==> src/rtl/dit_fft_stream.sv <==
// dit_fft_stream: streaming radix-2 decimation-in-time FFT, one frame at a time.
// A frame of N complex samples is loaded in bit-reversed order, transformed in
// place with one butterfly per cycle, then unloaded bin by bin in natural order.
//
// Ports:
//   clk, reset          single clock, synchronous active-high reset
//   in_valid/in_ready   input sample handshake (ready only while loading)
//   in_re, in_im        signed DW-bit input sample
//   out_valid/out_ready output bin handshake (valid only while unloading)
//   out_re, out_im      signed OW-bit bin value, zero when out_valid is low
//   out_idx             index of the bin currently presented
//   busy                high while butterflies are being computed
module dit_fft_stream #(
    parameter int DW    = 8,
    parameter int LOG2N = 3,
    parameter int TWW   = 8,
    localparam int OW   = DW + LOG2N + 1
) (
    input  logic                 clk,
    input  logic                 reset,
    input  logic                 in_valid,
    output logic                 in_ready,
    input  logic signed [DW-1:0] in_re,
    input  logic signed [DW-1:0] in_im,
    output logic                 out_valid,
    input  logic                 out_ready,
    output logic signed [OW-1:0] out_re,
    output logic signed [OW-1:0] out_im,
    output logic [LOG2N-1:0]     out_idx,
    output logic                 busy
);

    localparam int N     = 1 << LOG2N;
    localparam int HALF  = N / 2;
    localparam int PW    = OW + TWW + 1;

    typedef enum logic [1:0] {
        LOAD,
        COMPUTE,
        UNLOAD
    } state_t;

    // cos(2*pi*m/16) for m = 0..4 in Q16; every twiddle of N = 4, 8 or 16 maps
    // onto one of the eight 16-point angles, so this quarter wave covers them all.
    function automatic logic [16:0] cosQ16(input int idx);
        case (idx)
            0:       return 17'd65536;
            1:       return 17'd60547;
            2:       return 17'd46341;
            3:       return 17'd25080;
            default: return 17'd0;
        endcase
    endfunction

    // round(mag * S) with S = 2^(TWW-2), applied to the magnitude so that
    // negative entries round symmetrically with positive ones.
    function automatic logic [TWW-1:0] scaleQ16(input logic [16:0] mag, input logic neg);
        logic [47:0]    t;
        logic [TWW-1:0] r;
        t = ({31'd0, mag} << (TWW - 2)) + 48'd32768;
        t = t >> 16;
        r = t[TWW-1:0];
        return neg ? -r : r;
    endfunction

    // Eight-entry table indexed by the 16-point angle m: real part cos, imaginary
    // part -sin (W = cos - j sin). sin is read from the cosine table shifted by 90 deg.
    function automatic logic [8*TWW-1:0] buildTwiddle(input logic wantIm);
        logic [8*TWW-1:0] tbl;
        tbl = '0;
        for (int m = 0; m < 8; m++) begin
            if (!wantIm) begin
                if (m <= 4) tbl[m*TWW +: TWW] = scaleQ16(cosQ16(m), 1'b0);
                else        tbl[m*TWW +: TWW] = scaleQ16(cosQ16(8 - m), 1'b1);
            end else begin
                if (m <= 4) tbl[m*TWW +: TWW] = scaleQ16(cosQ16(4 - m), 1'b1);
                else        tbl[m*TWW +: TWW] = scaleQ16(cosQ16(m - 4), 1'b1);
            end
        end
        return tbl;
    endfunction

    localparam logic [8*TWW-1:0] TW_RE_TBL = buildTwiddle(1'b0);
    localparam logic [8*TWW-1:0] TW_IM_TBL = buildTwiddle(1'b1);

    function automatic logic [LOG2N-1:0] bitRev(input logic [LOG2N-1:0] v);
        logic [LOG2N-1:0] r;
        for (int i = 0; i < LOG2N; i++) r[i] = v[LOG2N-1-i];
        return r;
    endfunction

    state_t               state_q, state_d;
    logic [LOG2N-1:0]     cnt_q, cnt_d;
    logic [LOG2N-1:0]     idx_q, idx_d;
    logic [1:0]           stage_q, stage_d;
    logic [LOG2N-2:0]     bfly_q, bfly_d;

    logic signed [OW-1:0] memRe_q [N];
    logic signed [OW-1:0] memIm_q [N];

    logic                 wrLoad;
    logic                 wrBfly;

    logic [LOG2N-1:0]     spanBit;
    logic [LOG2N-1:0]     posMask;
    logic [LOG2N-1:0]     jIdx;
    logic [LOG2N-1:0]     pos;
    logic [LOG2N-1:0]     aAddr;
    logic [LOG2N-1:0]     bAddr;
    logic [2:0]           twShift;
    logic [2:0]           m16;

    logic signed [OW-1:0]  aRe, aIm, bRe, bIm;
    logic signed [TWW-1:0] wRe, wIm;
    logic signed [PW-1:0]  prodRe, prodIm;
    logic signed [OW-1:0]  pRe, pIm;
    logic signed [OW-1:0]  sumRe, sumIm, difRe, difIm;

    // Butterfly j of stage s pairs addresses a and a + 2^s, where a keeps the
    // low s bits of j and shifts the upper bits up by one to skip the partner half.
    // The twiddle index (j mod 2^s) * 2^(LOG2N-1-s) is rescaled onto the
    // 16-point table by a further shift of 4-LOG2N.
    always_comb begin
        spanBit = LOG2N'(1) << stage_q;
        posMask = spanBit - LOG2N'(1);
        jIdx    = {1'b0, bfly_q};
        pos     = jIdx & posMask;
        aAddr   = ((jIdx & ~posMask) << 1) | pos;
        bAddr   = aAddr | spanBit;
        twShift = 3'(LOG2N - 1) - 3'(stage_q);
        m16     = 3'((4'(pos) << twShift) << (4 - LOG2N));
    end

    // Complex multiply at full precision, floor-shift back to sample scale,
    // then the add/subtract that wraps at OW bits.
    always_comb begin
        aRe    = memRe_q[aAddr];
        aIm    = memIm_q[aAddr];
        bRe    = memRe_q[bAddr];
        bIm    = memIm_q[bAddr];
        wRe    = TW_RE_TBL[int'(m16)*TWW +: TWW];
        wIm    = TW_IM_TBL[int'(m16)*TWW +: TWW];
        prodRe = PW'(bRe) * PW'(wRe) - PW'(bIm) * PW'(wIm);
        prodIm = PW'(bRe) * PW'(wIm) + PW'(bIm) * PW'(wRe);
        pRe    = OW'(prodRe >>> (TWW - 2));
        pIm    = OW'(prodIm >>> (TWW - 2));
        sumRe  = aRe + pRe;
        sumIm  = aIm + pIm;
        difRe  = aRe - pRe;
        difIm  = aIm - pIm;
    end

    // Control state and counters.
    always_ff @(posedge clk) begin
        if (reset) begin
            state_q <= LOAD;
            cnt_q   <= '0;
            idx_q   <= '0;
            stage_q <= '0;
            bfly_q  <= '0;
        end else begin
            state_q <= state_d;
            cnt_q   <= cnt_d;
            idx_q   <= idx_d;
            stage_q <= stage_d;
            bfly_q  <= bfly_d;
        end
    end

    // Next-state and handshake outputs.
    always_comb begin
        state_d   = state_q;
        cnt_d     = cnt_q;
        idx_d     = idx_q;
        stage_d   = stage_q;
        bfly_d    = bfly_q;
        in_ready  = 1'b0;
        out_valid = 1'b0;
        busy      = 1'b0;
        wrLoad    = 1'b0;
        wrBfly    = 1'b0;
        case (state_q)
            LOAD: begin
                in_ready = 1'b1;
                if (in_valid) begin
                    wrLoad = 1'b1;
                    cnt_d  = cnt_q + LOG2N'(1);
                    if (cnt_q == LOG2N'(N - 1)) begin
                        state_d = COMPUTE;
                        stage_d = '0;
                        bfly_d  = '0;
                    end
                end
            end
            COMPUTE: begin
                busy   = 1'b1;
                wrBfly = 1'b1;
                if (bfly_q == (LOG2N-1)'(HALF - 1)) begin
                    bfly_d = '0;
                    if (stage_q == 2'(LOG2N - 1)) begin
                        state_d = UNLOAD;
                        stage_d = '0;
                        idx_d   = '0;
                    end else begin
                        stage_d = stage_q + 2'd1;
                    end
                end else begin
                    bfly_d = bfly_q + (LOG2N-1)'(1);
                end
            end
            UNLOAD: begin
                out_valid = 1'b1;
                if (out_ready) begin
                    idx_d = idx_q + LOG2N'(1);
                    if (idx_q == LOG2N'(N - 1)) state_d = LOAD;
                end
            end
            default: state_d = LOAD;
        endcase
    end

    // Sample/bin memory; never cleared, and nothing is written in a reset cycle.
    always_ff @(posedge clk) begin
        if (!reset) begin
            if (wrLoad) begin
                memRe_q[bitRev(cnt_q)] <= OW'(in_re);
                memIm_q[bitRev(cnt_q)] <= OW'(in_im);
            end
            if (wrBfly) begin
                memRe_q[aAddr] <= sumRe;
                memIm_q[aAddr] <= sumIm;
                memRe_q[bAddr] <= difRe;
                memIm_q[bAddr] <= difIm;
            end
        end
    end

    assign out_idx = idx_q;
    assign out_re  = out_valid ? memRe_q[idx_q] : '0;
    assign out_im  = out_valid ? memIm_q[idx_q] : '0;

endmodule
==> config.mk <==
export PLATFORM = sky130hd
export DESIGN_NAME = dit_fft_stream
export DESIGN_NICKNAME = d
export VERILOG_FILES = /design/src/rtl/dit_fft_stream.sv
export SDC_FILE = /design/constraint.sdc
export NUM_CORES = 1
export LEC_CHECK = 0
export CORE_MARGIN = 2
export CORE_UTILIZATION = 45
export DETAILED_ROUTE_END_ITERATION = 8
export PLACE_DENSITY = 0.63
export SLEW_MARGIN = 25
export SYNTH_ARGS = -nofsm -noshare
export SYNTH_HDL_FRONTEND = slang
export SYNTH_SLANG_ARGS = --single-unit
==> constraint.sdc <==
create_clock -name clk -period 10.1 [get_ports clk]
set_input_delay 2.525 -clock clk [delete_from_list [all_inputs] [get_ports clk]]
set_output_delay 2.525 -clock clk [all_outputs]
set_load 0.02 [all_outputs]
## Yosys cells after proc, flatten, opt, wreduce, memory -nomap -nowiden

Memory sizes are Yosys's and may differ from the RTL's. A register that Yosys moved wholly into a read port is not among the register bits.
Cells that the tools add are included.

| storage, ports and cells | value |
|---|---|
| register bits after elaboration | 12 |
| input port bits | 20 |
| memories | 2 |
| RAM bits | 192 |
| output and inout bits | 30 |

Memories:

| memory | words | bits a word | read ports | clocked after Yosys merged registers in | wr ports | RTL line | source |
|---|---|---|---|---|---|---|---|
| memIm_q | 8 | 12 | 3 | 1 | 2 | 99 | `logic signed [OW-1:0] memIm_q [N];` |
| memRe_q | 8 | 12 | 3 | 1 | 2 | 98 | `logic signed [OW-1:0] memRe_q [N];` |

| operators by class | value |
|---|---|
| bitwise operators | 5 |
| multipliers | 4 |
| reductions and logical operators | 10 |
| add/sub/neg operators | 12 |
| equal/unequal tests | 12 |
| shift operators | 4 |
| muxes and demuxes | 41 |

Operators with widths:

| kind | count |
|---|---|
| 64-bit by 7-bit indexed part select with 8-bit output, first input constant | 2 |
| 12-bit by 8-bit multiplier with 18-bit output | 4 |
| 12-bit two-way mux | 4 |
| 3-bit two-way mux | 9 |
| 12-bit adder | 2 |
| 12-bit OR reduction | 2 |
| 12-bit subtractor | 2 |
| 2-bit two-way mux | 11 |
| 18-bit adder | 1 |
| 18-bit subtractor | 1 |
| 1-bit two-way mux | 13 |
| 2-bit != test, second input constant | 6 |
| 2-bit case mux with 2 select lines | 2 |
| 4-bit AND reduction | 2 |
| 3-bit by 1-bit adder with 3-bit output, second input constant | 2 |
| 2-bit == test, second input constant | 3 |
| 3-bit == test, second input constant | 2 |
| 3-bit OR | 2 |
| 2-bit case mux with 3 select lines | 1 |
| 3-bit case mux with 2 select lines | 1 |
| 6-bit AND reduction | 1 |
| 2-bit by 1-bit adder with 2-bit output, second input constant | 2 |
| 2-bit nonzero test | 2 |
| 2-bit by 3-bit AND with 3-bit output | 1 |
| 10 further kinds | 10 |

## Longest topological paths before layout

Gate-level depths: netlist of the first run.
An unclocked memory read counts as a cell.

| logic depth | value |
|---|---|
| word-level depth | 11 |
| gate-level depth with buffers | 47 |

## Least setup slack after synthesis of the first run

Ideal clock, no wire load.

| timing path | value |
|---|---|
| kind | reg2reg |
| start point | reg stage_q[0] |
| end point | mem memRe_q[0][11] in the netlist's numbering, data pin |
| data arrival time | 9.292 ns |
| stages on the path, launching flop included | 44 |
| clock period less this slack | 9.557 ns |
| data required time | 9.835 ns |
| setup slack | 0.543 ns |
| cell sequence | dfxtp_1 -> inv_1 -> ha_1 -> buf_6 -> nand2b_1 -> buf_2 -> or3_1 -> clkbuf_1 -> clkinv_1 -> clkbuf_1 -> ha_1 -> clkbuf_1 -> inv_1 -> nor2_1 -> inv_1 -> fa_1 -> fa_1 -> fa_1 -> [... 8 more ...] -> a211oi_1 -> a21oi_1 -> and2_1 -> a21boi_0 -> o21ai_0 -> o21ai_1 -> nor2_1 -> ha_1 -> clkbuf_1 -> and3_1 -> a21oi_1 -> o21ai_0 -> o21ai_0 -> a21oi_1 -> nor2_1 -> xnor3_1 -> nand2_1 -> a2bb2oi_1 |

RTL lines:

| what | RTL line | source |
|---|---|---|
| start: declaration | 95 | `logic [1:0] stage_q, stage_d;` |
| start signal: assignment | 165 | `stage_q <= stage_d;` |
| end: declaration | 98 |  |

==> results of run 1 <==
## cells in the final DEF (no fill, tap or decap), types with 11 or more instances in the layout
cell type          n
xor2_1            21
ha_1             195
dfxtp_1           11
nand3_1           20
o221ai_1          21
a211oi_1          18
edfxtp_1         192
a31oi_1           16
clkdlybuf4s50_1   49
nand2b_1          30
mux4_2            73
o211ai_1          15
inv_1            442
o22ai_1           45
o21bai_1          15
a21oi_1          198
xnor2_1           66
nor3_1            12
clkbuf_16         23
a2bb2oi_1         11
o21ai_1           12
nand2_2           14
nor2b_1           27
o21ai_0           89
mux2i_1           52
fa_1             251
or2_2             14
nor2_2            14
nor2_1           284
a21o_1            21
buf_4            117
nand2_1          228
## power breakdown
group | switching, mW | internal [mW]
clock | 0.361 | 0.576
sequential | 0.00832 | 0.949
combinational | 0.132 | 0.0872
total | 0.502 | 1.61
## area by class of cell
type,instances,share of cell area
inverters,445,0.05938
clock inverters,13,0.007633
multi-input cells,1903,0.6097
flip-flops and latches,207,0.2155
repair buffers,174,0.05325
diodes,1,0.00008875
well taps,748,0.03319
clock buffers,27,0.02130
## final timing paths
path	depth (start not counted)	slack, ns	start	to
worst max register to register	40	0.37	stage_q[1]$_SDFFE_PP0P_	memRe_q[3][11]$_DFFE_PP_
worst min-delay path	2	0.57	cnt_q[1]$_SDFFE_PP0P_	cnt_q[1]$_SDFFE_PP0P_
worst max-delay path	40	0.37	stage_q[1]$_SDFFE_PP0P_	memRe_q[3][11]$_DFFE_PP_
worst min register to register	2	0.57	cnt_q[1]$_SDFFE_PP0P_	cnt_q[1]$_SDFFE_PP0P_
## tightest hold or removal path, delay by kind of cell (launching register included)
| kind | cells | cell delay (ns) |
|---|---|---|
| DFF | 1 | 0.34 |
| muxes | 1 | 0.13 |
| and+or+nand+nor | 1 | 0.05 |
## per-stage QoR
stage / total power [mW] / utilization / cells
finish: 2.113 / 0.5118 / 3518
global route: 2.166 / 0.5117 / 3517
CTS: 2.105 / 0.5056 / 3506
detailed placement: 1.184 / 0.4900 / 3465
global placement: 1.180 / 0.4897 / 3465
floorplan: 1.113 / - / 2684
## state kept, by name, indices dropped and copies added, names as in the netlist, named ones only
| name | cells |
|---|---|
| cnt_q | 3 |
| state_q | 2 |
| memRe_q | 96 |
| bfly_q | 2 |
| stage_q | 2 |
| memIm_q | 96 |
| out_idx | 3 |
## cell families after synthesis
group	after synthesis	synth area share
simple gates	700	0.1199
buf+inv	576	0.08763
compound gates	527	0.1286
fa+ha+maj	453	0.3009
flops	207	0.2417
mux	128	0.08753
xor+xnor	93	0.03385
## timing repair
item                       4_1_cts  5_1_grt
buffers inserted                 0       10
gates cloned                     1        1
hold buffers                     0        0
resized for setup               10       67
pin swaps                        1       10
setup endpoints to repair       43       73
## per-layer routing
| metal | track usage | up-vias |
|---|---|---|
| li1 | - | 9146 |
| met1 | 0.3708 | 10150 |
| met2 | 0.5117 | 1040 |
| met3 | 0.04673 | 278 |
| met4 | 0.1344 | 0 |
| met5 | 0 | - |
==> results.md, run 1 <==
* DR iter-0 viols at 2,231
* Post-route cell area at 0.02819 mm^2
* Critical Path RT at 10.38 ns
* Via-to-Cell Ratio at 5.858
* Final wirelength at 84.97 mm
* Final Hold Fails at 0
* Clock tree from TritonCTS: done
* Footprint of the multi-input gates at 0.01719 mm^2
* Post-synth top flop: edfxtp_1
* Max IR drop VDD at 126.7 uV
* Slew Limit Fails at 0
* Setup ws final at 0.3695 ns
* NumNets Final at 3,226
* Routed wl met2 at 41.03 mm
* Clock root cell: clkbuf_16
* Starting Density at 0.4556
* Share of layout cells above drive strength 1 at 0.1242
* Die width at 240.2 um
* Largest area contributor in the netlist: edfxtp_1
* GRT Util Overall at 0.2982
* Seq/Total Area, Yosys at 0.2417
* Average cell area after synthesis at 9.352 um^2
* CP delay by family, top: adder cells
* Fmax at 0.1028 GHz
* Buf/Inv on CP at 9
* Clock sink total at 207
* Setup TNS at 0 ns
* #FFs+latches synth at 207
* Critical path class: flip-flop to flip-flop
* RSZ-0062 raised after global routing: yes
* Most common cell in the netlist: inv_1
* GP Congestion at 0.9040
* YS warnings at 0
* Synth unique cells at 73
* Gr ovfl total at 0
* Pre-CTS WS at -0.2946 ns
* Synth Cell Area at 0.02510 mm^2
* Initial antenna violation count at 0
* Max Cap Viol at 0
* Top cell type's share of synthesized area at 0.2297
* Routed via count at 20,610
* Leak pwr at 12.55 nW
* Number of H-tree levels at 1
* Post-route ant nets at 0
* Final setup violation count at 0
* Core area at 0.05509 mm^2
* Top Layer Used: met4
* Number of port buffers at 49
* P&R area growth vs syn at 12.33%
* Share of flip-flops with an asynchronous set or reset at 0
* Die Footprint at 0.05768 mm^2
* Total CTS buffers at 22
* Dpl cell area at 0.02700 mm^2
* WL per Instance at 24.15 um
* WP data arrival at 10.01 ns
* Number of global-route vias before repair at 21,300
* Clk buf depth at 3
* Min Tclk post-route at 9.731 ns
* Crit end category: flip-flop
* Die Ht at 240.2 um
* CP Launch Type: flip-flop
* Measured slew at the worst slew-check pin at 1.082 ns
* Critical Path Slowest Stage Cell: fa_1
* Layout Skew at 0.01708 ns
* Routed wl met3 at 7.700 mm
* DR pass1 iterations at 7
* Hold Slack at 0.5701 ns
* Cell row count at 86
* First-pass GRT wire length at 127.9 mm
* Syn Nets at 3,157
* Worst skew pair latency at 0.54 ns
* Outcome: finished, final reports clean
* Register area at 0.006076 mm^2
* Fillers at 5,069
* Relative slew slack at 0.2786
* Post-DP HPWL at 61.53 mm
* Tcrit/Tclk final at 0.9634
* Crit-path max cell delay at 0.54 ns
* Commonest cells post-synth: inv_1, nor2_1, fa_1, nand2_1, a21oi_1
* Largest net degree at the start of global routing at 72
* Crit-path max FO at 18
* Met1 wire length at 31.96 mm
* Hold crit path type: flip-flop to flip-flop
* PwrDens at 74.95 mW/mm^2
* Number of synthesized flops with an enable pin at 192
* DR DRC count at 0
* Mapped Cells at 2,684
* Top post-synthesis cells by area: edfxtp_1, fa_1, ha_1, inv_1, mux4_2
* Ports at 50
* Clk slew on worst S/H paths at 0.07 ns
No activity file was read; power rests on OpenSTA's default activity.
==> run 2: changes to the inputs <==
ABC_CLOCK_PERIOD_IN_PS = 10100   (was not set)
CORE_MARGIN = not set   (was 2)
==> run 2 against run 1 <==
Final area up 0.28%. Clock skew up 0.0098 ns. Largest cell class unchanged. Total power down 5.3%. Combinational power up 3%. Critical path depth up 1. Via count up 1.2%. Setup slack better by 0.031 ns. Wire length up 1.3%. Highest routed layer unchanged. Sequential share of layout area down 0.059 points.
==> results.md, run 2 (synthesized netlist as in run 1, its figures left out) <==
* Relative slew slack at 0.2802 (+0.001677)
* Leak pwr at 12.61 nW (+0.48%)
* Share of layout cells above drive strength 1 at 0.1302 (+0.006000)
* Number of H-tree levels at 1 (unchanged)
* P&R area growth vs syn at 12.64%
* Post-DP HPWL at 63.51 mm (+3.2%)
* Most frequent CP cell: inv_1
* Number of port buffers at 49 (unchanged)
* Critical Path Slowest Stage Cell: or4_4
* Regs by FF count: memIm_q: 96 flops, memRe_q: 96 flops
* DR DRC count at 0 (unchanged)
* GRT Util Overall at 0.3057 (+0.007453)
* Routed via count at 20,870 (+1.2%)
* Total power at 2.001 mW (-5.3%)
* Measured slew at the worst slew-check pin at 1.070 ns (-0.01167 ns)
* Crit end category: flip-flop
* Core area at 0.05509 mm^2 (unchanged)
* Clock tree from TritonCTS: done
* DR pass1 iterations at 6 (-1)
* WL per Instance at 24.28 um (+0.54%)
* DP Cell Count at 3,472 (+0.20%)
* Slew Limit Fails at 0 (unchanged)
* Cell row count at 86 (unchanged)
* Critical Path RT at 10.35 ns (-0.03 ns)
* DR iter-0 viols at 2,045 (-8.3%)
* Dpl cell area at 0.02706 mm^2 (+0.23%)
* Crit-path max FO at 8 (-10)
* WP data arrival at 9.95 ns (-0.06 ns)
* Fmax at 0.1031 GHz (+0.32%)
* RSZ-0062 raised after global routing: no
* Max Cap Viol at 0 (unchanged)
* Most common cell after layout, fill and taps aside: inv_1
* Total inserted antenna cells at 0 (-1)
* Final Hold Fails at 0 (unchanged)
* Die Footprint at 0.05673 mm^2 (-1.7%)
* GP Congestion at 0.9681 (+7.1%)
* Setup ws final at 0.4008 ns (+0.03131 ns)
* Tcrit/Tclk final at 0.9603 (-0.003100)
* Crit-path max cell delay at 0.67 ns (+0.13 ns)
* Outcome: finished, final reports clean
* Clk slew on worst S/H paths at 0.06 ns (about the same)
* Ports at 50 (unchanged)
* First-pass GRT wire length at 129.3 mm (+1.1%)
* Post-route cell area at 0.02827 mm^2 (+0.28%)
* Largest net degree at the start of global routing at 72 (unchanged)
* Layout Skew at 0.02684 ns (+0.009762 ns)
* Worst skew pair latency at 0.55 ns (about the same)
* Layout Cells excl Fill at 3,543 (+0.71%)
* Final setup violation count at 0 (unchanged)
* Most frequent cells in the layout: inv_1, nor2_1, fa_1, nand2_1, ha_1
* CP Launch Type: flip-flop
* Min Tclk post-route at 9.699 ns (-0.03131 ns)
* Clock sink total at 207 (unchanged)
* NumNets Final at 3,252 (+0.81%)
* Clock root cell: clkbuf_16
* PwrDens at 70.79 mW/mm^2 (-5.6%)
* Total CTS buffers at 22 (unchanged)
* Pre-CTS WS at -0.3457 ns (-0.05119 ns)
* Die Ht at 238.2 um (-0.83%)
* Via-to-Cell Ratio at 5.889 (+0.53%)
* Max IR drop VDD at 144.4 uV (+14%)
* Clk buf depth at 3 (unchanged)
* Number of global-route vias before repair at 21,370 (+0.33%)
* Starting Density at 0.4556 (unchanged)
* Gr ovfl total at 0 (unchanged)
* Critical path class: flip-flop to flip-flop
* Post-route ant nets at 0 (unchanged)
* Initial antenna violation count at 0 (unchanged)
* Hold crit path type: flip-flop to flip-flop
* Final wirelength at 86.03 mm (+1.3%)
* Die width at 238.2 um (-0.83%)
-- run 2: metrics by stage --
| step | hold slack, ns | utilization | setup TNS [ns] |
|---|---|---|---|
| final | 0.5860 | 0.5132 | 0 |
| after global routing | 0.5924 | 0.5132 | 0 |
| after CTS | 0.5800 | 0.5050 | 0 |
| after detailed placement | 0.5640 | 0.4911 | -9.439 |
| after global placement | 0.5530 | 0.4906 | -2.832 |
| after floorplan | 0.5087 | - | 0 |
-- run 2: final timing paths --
check	start	to	cells after the start	slack, ns
setup / recovery	stage_q[1]$_SDFFE_PP0P_	memIm_q[2][11]$_DFFE_PP_	41	0.40
hold / removal	bfly_q[0]$_SDFFE_PP0P_	bfly_q[0]$_SDFFE_PP0P_	2	0.59
setup reg to reg	stage_q[1]$_SDFFE_PP0P_	memIm_q[2][11]$_DFFE_PP_	41	0.40
hold reg to reg	bfly_q[0]$_SDFFE_PP0P_	bfly_q[0]$_SDFFE_PP0P_	2	0.59
-- run 2: timing repair --
action	CTS	global route
buffers inserted	3	25
setup endpoints to repair	48	81
hold buffers	0	0
gates cloned	0	3
resized for setup	8	64
pin swaps	2	14
-- run 2: critical path, delay by kind of cell (launching register included) --
kind                     cells  cell delay (ns)
AO/OA/AOI/OAI               11             1.69
XOR/XNOR                     2             0.29
adder cells (fa/ha/maj)      9             3.84
buffers and inverters       11             1.29
flip-flops                   1             0.32
AND/OR/NAND/NOR              8             1.98
-- run 2: power by group --
group / internal, mW / leakage, nW / switching (mW) / total, mW
clock network: 0.461 / 0.349 / 0.359 / 0.820
logic: 0.0893 / 10.4 / 0.135 / 0.225
registers: 0.949 / 1.86 / 0.00832 / 0.957
total: 1.50 / 12.6 / 0.503 / 2.00
-- run 2: layer usage --
metal | routed length, um | global-route usage
met1 | 31930 | 0.3787
met2 | 41970 | 0.5277
met3 | 7876 | 0.04593
met4 | 4257 | 0.1346
met5 | 0 | 0
-- run 2: final cells by class --
| type | instances | area (um^2) |
|---|---|---|
| Multi-Input combinational cell | 1903 | 17160 |
| Clock inverter | 9 | 42.54 |
| Fill cell | 5079 | 26820 |
| Clock buffer | 31 | 668.1 |
| Sequential cell | 207 | 6076 |
| Timing Repair Buffer | 200 | 1720 |
| Inverter | 445 | 1674 |
| Tap cell | 748 | 935.9 |
